==> src/rtl/prog_loader_if.sv <==
// prog_loader_if: program stream input and instruction-RAM write bus
interface prog_loader_if #(
  parameter int DATA_W = 16,
  parameter int ADDR_W = 16
);
  logic [DATA_W-1:0] in_data;
  logic              in_valid;
  logic              in_ready;
  logic              mem_wren;
  logic [ADDR_W-1:0] mem_addr;
  logic [DATA_W-1:0] mem_data;
  modport master (output in_data, in_valid, input in_ready, mem_wren, mem_addr, mem_data);
  modport slave  (input in_data, in_valid, output in_ready, mem_wren, mem_addr, mem_data);
endinterface

==> src/rtl/prog_loader.sv <==
// prog_loader: loads a framed program stream (length, data, checksum) into instruction RAM
module prog_loader #(
  parameter int DATA_W    = 16,
  parameter int ADDR_W    = 16,
  parameter int DEPTH     = 256,
  parameter int BASE_ADDR = 0
) (
  input  logic              clk,
  input  logic              rst,
  input  logic              i_load_start,
  prog_loader_if.slave      bus,
  output logic              o_cpu_hold,
  output logic              o_done,
  output logic              o_err,
  output logic [ADDR_W-1:0] o_word_count
);
  typedef enum logic [2:0] {S_IDLE, S_LEN, S_DATA, S_CSUM, S_DONE, S_ERR} state_t;
  localparam logic [ADDR_W-1:0] LP_BASE  = ADDR_W'(BASE_ADDR);
  localparam logic [DATA_W:0]   LP_DEPTH = (DATA_W+1)'(DEPTH);
  state_t            r_state, w_state_n;
  logic [ADDR_W-1:0] r_len, w_len_n;
  logic [DATA_W-1:0] r_sum, w_sum_n;
  logic [ADDR_W-1:0] r_word_count, w_cnt_n;
  logic              r_mem_wren, w_wren_n;
  logic [ADDR_W-1:0] r_mem_addr, w_addr_n;
  logic [DATA_W-1:0] r_mem_data, w_data_n;
  logic              r_busy, r_done, r_err;
  logic              w_xfer, w_busy_n;
  logic [ADDR_W-1:0] w_cnt_inc;
  assign w_xfer    = bus.in_valid & r_busy;
  assign w_cnt_inc = r_word_count + ADDR_W'(1);
  assign w_busy_n  = (w_state_n == S_LEN) | (w_state_n == S_DATA) | (w_state_n == S_CSUM);
  assign bus.in_ready = r_busy;
  assign bus.mem_wren = r_mem_wren;
  assign bus.mem_addr = r_mem_addr;
  assign bus.mem_data = r_mem_data;
  assign o_cpu_hold   = r_busy;
  assign o_done       = r_done;
  assign o_err        = r_err;
  assign o_word_count = r_word_count;
  // Next-state and next-output decode; every register is loaded from these values
  always_comb begin
    w_state_n = r_state;
    w_len_n   = r_len;
    w_sum_n   = r_sum;
    w_cnt_n   = r_word_count;
    w_wren_n  = 1'b0;
    w_addr_n  = r_mem_addr;
    w_data_n  = r_mem_data;
    case (r_state)
      S_IDLE, S_DONE, S_ERR: if (i_load_start) begin
        w_state_n = S_LEN;
        w_sum_n   = '0;
        w_cnt_n   = '0;
      end
      S_LEN: if (w_xfer) begin
        w_len_n   = ADDR_W'(bus.in_data);
        w_state_n = ({1'b0, bus.in_data} > LP_DEPTH) ? S_ERR : (bus.in_data == '0) ? S_CSUM : S_DATA;
      end
      S_DATA: if (w_xfer) begin
        w_wren_n  = 1'b1;
        w_addr_n  = LP_BASE + r_word_count;
        w_data_n  = bus.in_data;
        w_cnt_n   = w_cnt_inc;
        w_sum_n   = r_sum + bus.in_data;
        w_state_n = (w_cnt_inc == r_len) ? S_CSUM : S_DATA;
      end
      S_CSUM: if (w_xfer) w_state_n = (bus.in_data == r_sum) ? S_DONE : S_ERR;
      default: w_state_n = S_IDLE;
    endcase
  end
  // State and registered outputs; status flags follow the state being entered
  always_ff @(posedge clk) begin
    if (rst) begin
      r_state      <= S_IDLE;
      r_len        <= '0;
      r_sum        <= '0;
      r_word_count <= '0;
      r_mem_wren   <= 1'b0;
      r_mem_addr   <= '0;
      r_mem_data   <= '0;
      r_busy       <= 1'b0;
      r_done       <= 1'b0;
      r_err        <= 1'b0;
    end else begin
      r_state      <= w_state_n;
      r_len        <= w_len_n;
      r_sum        <= w_sum_n;
      r_word_count <= w_cnt_n;
      r_mem_wren   <= w_wren_n;
      r_mem_addr   <= w_addr_n;
      r_mem_data   <= w_data_n;
      r_busy       <= w_busy_n;
      r_done       <= (w_state_n == S_DONE);
      r_err        <= (w_state_n == S_ERR);
    end
  end
endmodule
==> src/flat_wrapper.sv <==
// flat-port wrapper written by rule: the top's interface ports become plain ports
module prog_loader_flat 
#(
  parameter int DATA_W    = 16,
  parameter int ADDR_W    = 16,
  parameter int DEPTH     = 256,
  parameter int BASE_ADDR = 0
)
  (clk, rst, i_load_start, o_cpu_hold, o_done, o_err, o_word_count, bus_in_data, bus_in_valid, bus_in_ready, bus_mem_wren, bus_mem_addr, bus_mem_data);
  prog_loader_if #(.DATA_W(DATA_W), .ADDR_W(ADDR_W)) bus_i ();
  input  logic clk;
  input  logic rst;
  input  logic i_load_start;
  output logic o_cpu_hold;
  output logic o_done;
  output logic o_err;
  output logic [ADDR_W-1:0] o_word_count;
  input wire logic [$bits(bus_i.in_data)-1:0] bus_in_data;
  input wire logic [$bits(bus_i.in_valid)-1:0] bus_in_valid;
  output wire logic [$bits(bus_i.in_ready)-1:0] bus_in_ready;
  output wire logic [$bits(bus_i.mem_wren)-1:0] bus_mem_wren;
  output wire logic [$bits(bus_i.mem_addr)-1:0] bus_mem_addr;
  output wire logic [$bits(bus_i.mem_data)-1:0] bus_mem_data;
  assign bus_i.in_data = bus_in_data;
  assign bus_i.in_valid = bus_in_valid;
  assign bus_in_ready = bus_i.in_ready;
  assign bus_mem_wren = bus_i.mem_wren;
  assign bus_mem_addr = bus_i.mem_addr;
  assign bus_mem_data = bus_i.mem_data;
  prog_loader #(.DATA_W(DATA_W), .ADDR_W(ADDR_W), .DEPTH(DEPTH), .BASE_ADDR(BASE_ADDR)) u_core (.clk(clk), .rst(rst), .i_load_start(i_load_start), .bus(bus_i), .o_cpu_hold(o_cpu_hold), .o_done(o_done), .o_err(o_err), .o_word_count(o_word_count));
endmodule
==> config.mk <==
export PLATFORM = sky130hd
export DESIGN_NAME = prog_loader_flat
export DESIGN_NICKNAME = d
export VERILOG_FILES = /design/src/rtl/prog_loader_if.sv /design/src/rtl/prog_loader.sv /design/src/flat_wrapper.sv
export SDC_FILE = /design/constraint.sdc
export NUM_CORES = 1
export LEC_CHECK = 0
export ABC_AREA = 1
export CAP_MARGIN = 25
export CORE_ASPECT_RATIO = 0.5
export CORE_UTILIZATION = 58
export DETAILED_ROUTE_END_ITERATION = 10
export HOLD_SLACK_MARGIN = 0.06
export PLACE_DENSITY = 0.86
export SYNTH_ARGS = -nofsm -noshare
export SYNTH_HDL_FRONTEND = slang
export SYNTH_SLANG_ARGS = --single-unit
==> constraint.sdc <==
create_clock -name clk -period 3.4 [get_ports clk]
set_clock_uncertainty 0.1 [all_clocks]
set_input_delay 0.68 -clock clk [delete_from_list [all_inputs] [get_ports clk]]
set_output_delay 0.68 -clock clk [all_outputs]
set_load 0.05 [all_outputs]
==> impl_results.md <==
* VDD IR max at roughly 0.26 mV
* Hold_sp: u_core.r_sum[10]
* Initial drt markers at 474
* Die W at about 130 um
* Peak fanout along the critical path at 5
* GPL Wtd Cong at a little under 1
* Post-synthesis cell area at 4540 um^2
* Setup violators final at 0
* Slew at the pin closest to its max-slew limit at 0.527 ns
* FF+latch count, synth at 87
* Upper clock frequency limit at 382 MHz
* RSZ-0062 raised after global routing: no
* Most frequent cells in the layout: nand2_1 (140), a21oi_1 (96), dfxtp_1 (87)
* Share of cells above drive strength 1 at 0.0680
* Wirelength per Cell at ~15 um
* Startpoint Class: primary input
* Worst setup path class: in2reg
* Grt ovf at 0
* Clk sink count at 87
* Drt total wl at around 13,000 um
* DRC Markers at 0
* Setup Fix Bufs, Post-CTS at 0
* Final nets at around 770
* Reg clk slew, reported paths at 0.06 ns
* Final worst slack at 0.782 ns
* Hold crit path type: reg2reg
* Worst R2R Start: u_core.o_word_count[1]
* # rows at 22
* Via count at 4,815
* Leakage at 2.28 nW
* First-pass GRT wire length at 20,900 um
* Ys Warns at 0
* Max Transition Viols Final at 0
* Vias per std cell at 5.71
* Cts bufs inserted at 9
* Average cell area after synthesis at 6.85 um^2
* Critical Path AT at 2.79 ns
* Dpl hpwl at ~8900 um
* Post-route minimum period at 2.62 ns
* H-tree depth at 3
* CTS tree: built
* Die height at 64.6 um
* Worst setup path start: bus_in_data[3]
* Fin Setup TNS at 0 ns
* Later-pin clock latency in the skew report at 0.35 ns
* Post-cts sizing count at 0
* Final hold viol count at 0
* Pre-CTS setup slack at 0.451 ns
* Initial Util at 0.609
* Pin count of the biggest net entering global routing at 40
* Die Footprint at 8210 um^2
* Vias in the first global route at roughly 4.3k
* Most common cell after layout, fill and taps aside: nand2_1
* Required time of the critical path at about 3.6 ns
* Hold buffers post-CTS at 0
* Slew HR at 0.645
* DRT Pass-1 Iters at 5
* Tcrit/Tclk final at 0.770
* Area delta synth->final at 25.6%
* ANT nets after route at 0
* Clock Tree Buf Depth at 2
* IO Pins at 73
* ANT cells at 0
* Root buffer cell: clkbuf_16
* Critical Path Sink Type: flop
* Core area at 7460 um^2
* Buffers on Ports at 72
* Seq/Total Area, Yosys at 0.383
* Synthesized instance count at 663
* Max Cap Viol at 0
* Synthesized net count at 700
* Pwr dens at 406 nW/um^2
* Total track usage at 0.327
* Post-synthesis cell type count at 36
* Initial antenna violation count at 0
* Outcome: complete, no violations
-- area by class of cell --
type / count / area [um^2]
Clock buffer: 10 / 239
Clock inverter: 6 / 83.8
Fill cell: 574 / 1750
Inverter: 62 / 233
Multi-Input combinational cell: 489 / 2470
Sequential cell: 87 / 1740
Tap cell: 108 / 135
Timing Repair Buffer: 81 / 801
-- metal layers --
metal	GRT usage	wire length, um	vias up
li1	-	-	2345
met1	0.432	5630	2184
met2	0.534	5780	259
met3	0.0751	1100	27
met4	0.107	221	0
met5	0	0	-
-- where the power goes --
| part | switching, mW | internal (mW) | total (mW) | leakage, nW |
|---|---|---|---|---|
| logic | 0.134 | 0.0690 | 0.203 | 1.42 |
| registers | 0.00886 | 1.03 | 1.04 | 0.702 |
| clock network | 0.413 | 0.661 | 1.07 | 0.162 |
-- flip-flops by register name, indices dropped and copies added, names as in the netlist --
register and cells:
u_core.bus.mem_wren 1, u_core.o_done 1, u_core.r_sum 16, u_core.bus.in_ready 1, u_core.r_len 16, u_core.o_word_count 16, u_core.o_err 1, u_core.bus.mem_addr 16
u_core.bus.mem_data 16, u_core.r_state 3
-- logic make-up (layout without fill, tap and decap cells) --
kind of cell	Yosys count	after routing	synth area share
simple gates	288	288	0.278
compound gates	177	177	0.200
flops	87	87	0.383
buf+inv	87	159	0.0730
fa+ha+maj	17	17	0.0485
xor+xnor	7	7	0.0165
-- cells in the mapped netlist (all sizes together) --
cell type	n	area share
nor4	1	0.0014
o21ai	73	0.081
inv	62	0.051
a21o	2	0.0033
dfxtp	87	0.38
nor3	5	0.0066
buf	3	0.0036
xnor2	1	0.0019
xor2	5	0.0096
o31ai	1	0.0017
clkbuf	22	0.018
o21bai	1	0.0017
nand3	49	0.056
o211ai	2	0.0033
nand3b	2	0.0033
a21boi	1	0.0017
nand4	8	0.011
ha	16	0.044
nand2	147	0.13
a21oi	97	0.11
or2	2	0.0028
fa	1	0.0044
nor2	74	0.071
xnor3	1	0.0050
-- critical path, cell delays in order --
cell and delay (ns):
clkdlybuf4s50_1 0.48, ha_1 0.39, a21oi_1 0.19, o21ai_0 0.11
a21oi_1 0.24, inv_1 0.12, a21o_1 0.20, nand2_1 0.08
nand2_1 0.05, nand2_1 0.06, nand3_1 0.06, a21oi_1 0.13
-- metrics by stage --
step	cells	hold slack, ns	util	area [um^2]	total power, mW
final	843	0.373	0.765	5710	2.32
after global routing	843	0.393	0.765	5710	2.38
after CTS	843	0.371	0.765	5710	2.32
after detailed placement	827	0.362	0.722	5380	1.26
after global placement	827	0.355	0.722	5380	1.26
after floorplan	663	0.344	-	4540	1.18
-- path summary, 6_finish.rpt --
| kind | endpoint | slack (ns) | depth (start not counted) |
|---|---|---|---|
| max | u_core.r_sum[12] | 0.78 | 12 |
| min | u_core.r_sum[10] | 0.37 | 2 |
| max reg2reg | u_core.bus.in_ready | 1.02 | 13 |
| min reg2reg | u_core.r_sum[10] | 0.37 | 2 |
(Power assumes the default switching activity.)
